<file path="src/rtl/repeat_emitter.sv">
// Parses "<decimal count><payload byte>" from a byte stream and emits the payload count times.
// Define REPEAT_EMITTER_NEWLINE_EN to append one 0x0A to every run, including count-0 runs.
module repeat_emitter #(
    parameter int COUNT_W    = 16,
    parameter int GAP_CYCLES = 1
) (
    input  logic       clk,
    input  logic       rst,
    input  logic       input_valid,
    input  logic [7:0] input_data,
    input  logic       output_busy,
    output logic       output_en,
    output logic [7:0] output_data,
    output logic       run_active,
    output logic       run_done
);

    localparam int                 EXT_W     = COUNT_W + 4;
    localparam logic [COUNT_W-1:0] COUNT_MAX = '1;
    localparam logic [3:0]         GAP_LOAD  = 4'(GAP_CYCLES);

    typedef enum logic [2:0] {
        IDLE,
        PARSE,
        EMIT,
        EMIT_GAP
`ifdef REPEAT_EMITTER_NEWLINE_EN
        , TERM
`endif
    } state_t;

    state_t             state;
    state_t             state_next;
    logic [COUNT_W-1:0] count;
    logic [3:0]         gap_cnt;
    logic [7:0]         payload;
    logic               have_digit;

    logic               is_digit;
    logic               is_eol;
    logic [3:0]         digit;
    logic [EXT_W-1:0]   count_ext;
    logic [EXT_W-1:0]   count_mac;
    logic [COUNT_W-1:0] count_sat;
    logic               emit_fire;

    // ASCII '0'..'9' are 0x30..0x39, so the low nibble is already the digit value.
    assign digit     = input_data[3:0];
    assign is_digit  = (input_data[7:4] == 4'h3) && (input_data[3:0] <= 4'd9);
    assign is_eol    = (input_data == 8'h0A) || (input_data == 8'h0D);

    // count*10 + d never overflows the widened sum, so one compare saturates it.
    assign count_ext = {4'b0000, count};
    assign count_mac = (count_ext << 3) + (count_ext << 1) + {{(EXT_W-4){1'b0}}, digit};
    assign count_sat = (|count_mac[EXT_W-1:COUNT_W]) ? COUNT_MAX : count_mac[COUNT_W-1:0];

    assign emit_fire = (state == EMIT) && (count != '0) && !output_busy;

`ifdef REPEAT_EMITTER_NEWLINE_EN
    logic term_sent;
    logic term_fire;
    logic term_exit;
    assign term_fire = (state == TERM) && !term_sent && !output_busy;
    assign term_exit = (state == TERM) && term_sent && (gap_cnt == 4'd0) && !output_busy;
`endif

    // NOTE: sequential state is written only with non-blocking assignments.
    always_ff @(posedge clk) begin
        if (rst) begin
            state <= IDLE;
        end else begin
            state <= state_next;
        end
    end

    always_ff @(posedge clk) begin
        if (rst) begin
            count      <= '0;
            gap_cnt    <= 4'd0;
            payload    <= 8'h00;
            have_digit <= 1'b0;
`ifdef REPEAT_EMITTER_NEWLINE_EN
            term_sent  <= 1'b0;
`endif
        end else begin
            unique case (state)
                IDLE: begin
`ifdef REPEAT_EMITTER_NEWLINE_EN
                    term_sent <= 1'b0;
`endif
                    if (input_valid && is_digit) begin
                        count      <= COUNT_W'(digit);
                        have_digit <= 1'b1;
                    end
                end
                PARSE: begin
                    if (input_valid) begin
                        if (is_digit) begin
                            count <= count_sat;
                        end else if (is_eol) begin
                            count      <= '0;
                            have_digit <= 1'b0;
                        end else if (have_digit) begin
                            payload    <= input_data;
                            have_digit <= 1'b0;
                        end
                    end
                end
                EMIT: begin
                    if (emit_fire) begin
                        count   <= count - COUNT_W'(1);
                        gap_cnt <= GAP_LOAD;
                    end
                end
                EMIT_GAP: begin
                    if (gap_cnt != 4'd0) gap_cnt <= gap_cnt - 4'd1;
                end
`ifdef REPEAT_EMITTER_NEWLINE_EN
                TERM: begin
                    if (term_fire) begin
                        term_sent <= 1'b1;
                        gap_cnt   <= GAP_LOAD;
                    end else if (gap_cnt != 4'd0) begin
                        gap_cnt <= gap_cnt - 4'd1;
                    end
                end
`endif
                default: ;
            endcase
        end
    end

    // NOTE: every combinational output gets a default first so no latch is inferred.
    always_comb begin
        state_next = state;
        unique case (state)
            IDLE: begin
                if (input_valid && is_digit) state_next = PARSE;
            end
            PARSE: begin
                if (input_valid) begin
                    if (is_eol) begin
                        state_next = IDLE;
                    end else if (!is_digit && have_digit) begin
                        state_next = EMIT;
                    end
                end
            end
            EMIT: begin
                if (count == '0) begin
`ifdef REPEAT_EMITTER_NEWLINE_EN
                    state_next = TERM;
`else
                    state_next = IDLE;
`endif
                end else if (!output_busy) begin
                    state_next = EMIT_GAP;
                end
            end
            EMIT_GAP: begin
                // The decrement to zero happens this cycle, so leave on the last gap cycle.
                if ((gap_cnt <= 4'd1) && !output_busy) state_next = EMIT;
            end
`ifdef REPEAT_EMITTER_NEWLINE_EN
            TERM: begin
                if (term_exit) state_next = IDLE;
            end
`endif
            default: state_next = IDLE;
        endcase
    end

    always_comb begin
        output_en   = emit_fire;
        output_data = payload;
        run_active  = (state == EMIT) || (state == EMIT_GAP);
`ifdef REPEAT_EMITTER_NEWLINE_EN
        run_done    = term_exit;
        if (state == TERM) begin
            output_en   = term_fire;
            output_data = 8'h0A;
            run_active  = 1'b1;
        end
`else
        run_done    = (state == EMIT) && (count == '0);
`endif
    end

endmodule

</file>
<file path="config.mk">
export PLATFORM = sky130hd
export DESIGN_NAME = repeat_emitter
export DESIGN_NICKNAME = d
export VERILOG_FILES = /design/src/rtl/repeat_emitter.sv
export SDC_FILE = /design/constraint.sdc
export NUM_CORES = 1
export LEC_CHECK = 0
export BUFFER_PORTS_ARGS = -buffer_cell sky130_fd_sc_hd__buf_2
export CORE_UTILIZATION = 56
export DETAILED_ROUTE_END_ITERATION = 7
export GPL_TIMING_DRIVEN = 0
export PLACE_DENSITY = 0.78
export SKIP_CTS_REPAIR_TIMING = 1
export SLEW_MARGIN = 20
export SYNTH_ARGS = -nofsm -noshare
export SYNTH_HDL_FRONTEND = slang
export SYNTH_SLANG_ARGS = --single-unit
</file>
<file path="constraint.sdc">
create_clock -name clk -period 3 [get_ports clk]
set_clock_uncertainty 0.15 [all_clocks]
set_input_delay 0.3 -clock clk [delete_from_list [all_inputs] [get_ports clk]]
set_output_delay 0.3 -clock clk [all_outputs]
set_load 0.05 [all_outputs]
</file>
==> run metrics <==
Final Util 0.7001; pin count of the biggest net entering global routing 11; TritonCTS clock tree yes; syn nets 449; Initial Util 0.5824; Yosys Warn Count 0; Clock Tree Root clkbuf_8; Via Count 3235; P_leak 1.599 nW; flops & latches, synth 31; commonest non-fill, non-tap cell in the layout nor2_1; worst setup path class flip-flop to flip-flop; DR iter-0 viols 240; num rows 27; sequential area share after synthesis 0.1935; routed vias/inst 6.356; Die Ht 77.68 um; IO Count 23; Inserted Clock Buffers 5; Max-cap violations 0; peak supply drop 0.3443 mV; status finished with violations; compound-gate portion of the synthesized area 0.2599; fin crit share 1.013; CP most frequent cell nor4_4; core area 5507 sq um; Antenna Cells 0; largest buffer count on any clock path 2; critical path startpoint category flip-flop; Cells after Synth 397; Final Hold Vio Count 0; Avg WL per Cell 17.04 um; Worst Setup End Kind flip-flop; Clock Latency Late Sink 290 ps; vias in the first global route 2866; P&R area growth vs syn 20.21%; Max-Slew Margin vs Limit 0.5848; CP max stage delay 560 ps; Final nets 490; WP buf/inv 2; first-pass GRT wire length 13630 um; clock-pin transition on the worst setup and hold timing paths 60 ps; dpl hpwl 6150 um; Hold Path Class input port to flip-flop; post-synth top area share 0.1935; post-synth top area cell dfxtp_1; PwrDens 400.5 nW/um^2; Synth Area in Adders 0.1607; CP Max Fanout 5; mux share of post-synthesis cell area 0.03785; async set-reset flop share out of synthesis 0; DRC Markers 0; CP delay by family, top compound AO/OA/AOI/OAI gates; Worst EP required 3020 ps; max-slew violations 0; main flop type after synthesis dfxtp_1; Die Span X 77.68 um; H-tree depth 2; WP data arrival 3060 ps; Remaining Overflow, GRT 0; final worst setup slack -39.73 ps; Achievable Freq 329.0 MHz; syn avg cell area 8.078 sq um; most frequent cells in the layout 38 x nor2_1, 34 x ha_1, 26 x nand2_1, 26 x buf_2, 25 x a21oi_1; Tmin final 3040 ps; setup violators final 2; RSZ-0062 raised after global routing true; Area contributors post-synth dfxtp_1 19%, ha_1 15%, a21oi_1 4.7%; final wirelength 8671 um; Worst Tran Pin Value 622.8 ps; Critical Path, Cell by Cell fa_1, inv_1, fa_2, nand2b_4, a21oi_4, o21a_4, nor4_4, o21ai_4, buf_6, nor4_4, o41ai_2; die footprint 6033 sq um; initial antenna violation count 0; clock sink count 31; failing checks negative setup slack; Pre-antenna DRT Iters 5; main combinational cell family by area after synthesis simple AND/OR/NAND/NOR gates; hold_ws 133.5 ps; Synth Area in Simple Gates 0.2680; port bufs 21; Final ANT Viol Nets 0; Cell Area, Synth 3207 sq um; Post-synth EDFFs 0; layout cells sized above 1 0.2700; Final GP Congestion 0.8708; Synth cell types 73; Slowest-stage cell, CP fa_1; GRT Total Usage 0.2802; XOR/XNOR Fraction of Synth Area 0.02731
## synthesized netlist by cell type (all sizes together), types with 7 or more instances
cell	number
a21o	8
a21oi	30
a31oi	7
and2	8
buf	11
clkbuf	7
dfxtp	31
ha	38
inv	14
mux2i	11
nand2	27
nand2b	7
nand3	7
nor2	39
nor3	17
nor4	7
o21ai	28
o22ai	7
## routing by layer
layer | up-vias | global-route usage | routed length (um)
met2 | 109 | 0.4628 | 4110
met4 | 0 | 0.09245 | 187
met3 | 20 | 0.02588 | 411
met5 | - | 0 | 0
li1 | 1557 | - | -
met1 | 1549 | 0.3810 | 3961
## final timing paths
check,startpoint,endpoint,slack (ps),depth (start not counted)
setup reg to reg,count[0],count[2],-40,11
hold reg to reg,output_data[2],output_data[2],340,2
setup / recovery,count[0],count[2],-40,11
hold / removal,rst,count[3],130,2
## stage by stage
step                total power [mW]  instances  TNS, ps  cell area, sq um  setup slack, ps
global placement               1.159        490    -8182              3402           -699.9
floorplan                      1.038        397        0              3207            66.35
CTS                            1.484        496    -7175              3475           -642.5
detailed placement             1.180        490    -7987              3402           -695.1
global route                   1.635        509   -806.4              3855           -152.5
finish                         1.544        509   -44.43              3855           -39.73
## kinds of logic after synthesis
kind of cell             after synthesis
multiplexers                          12
XOR/XNOR                              10
AND/OR/NAND/NOR                      150
adder cells (fa/ha/maj)               40
flip-flops                            31
AO/OA/AOI/OAI                        121
buffers and inverters                 33
## registers in the layout (all words and copies together), names as in the netlist
signal       count
count           16
state            2
output_data      8
gap_cnt          4
have_digit       1
## where the power goes
part,leakage [nW],internal [mW],switching (mW),total [mW]
logic,1.30,0.313,0.459,0.771
registers,0.257,0.438,0.0343,0.472
clock network,0.0371,0.154,0.146,0.300
total,1.60,0.905,0.639,1.54
## area by class of cell
cell class | instances | area, sq um
repair buffers | 35 | 222.7
clock buffers | 6 | 72.57
fillers | 437 | 1652
inverters | 14 | 52.55
well taps | 72 | 90.09
flip-flops and latches | 31 | 640.6
plain buffers | 18 | 126.4
multi-input cells | 333 | 2650
Note: power is estimated with default switching activity, not from simulation.
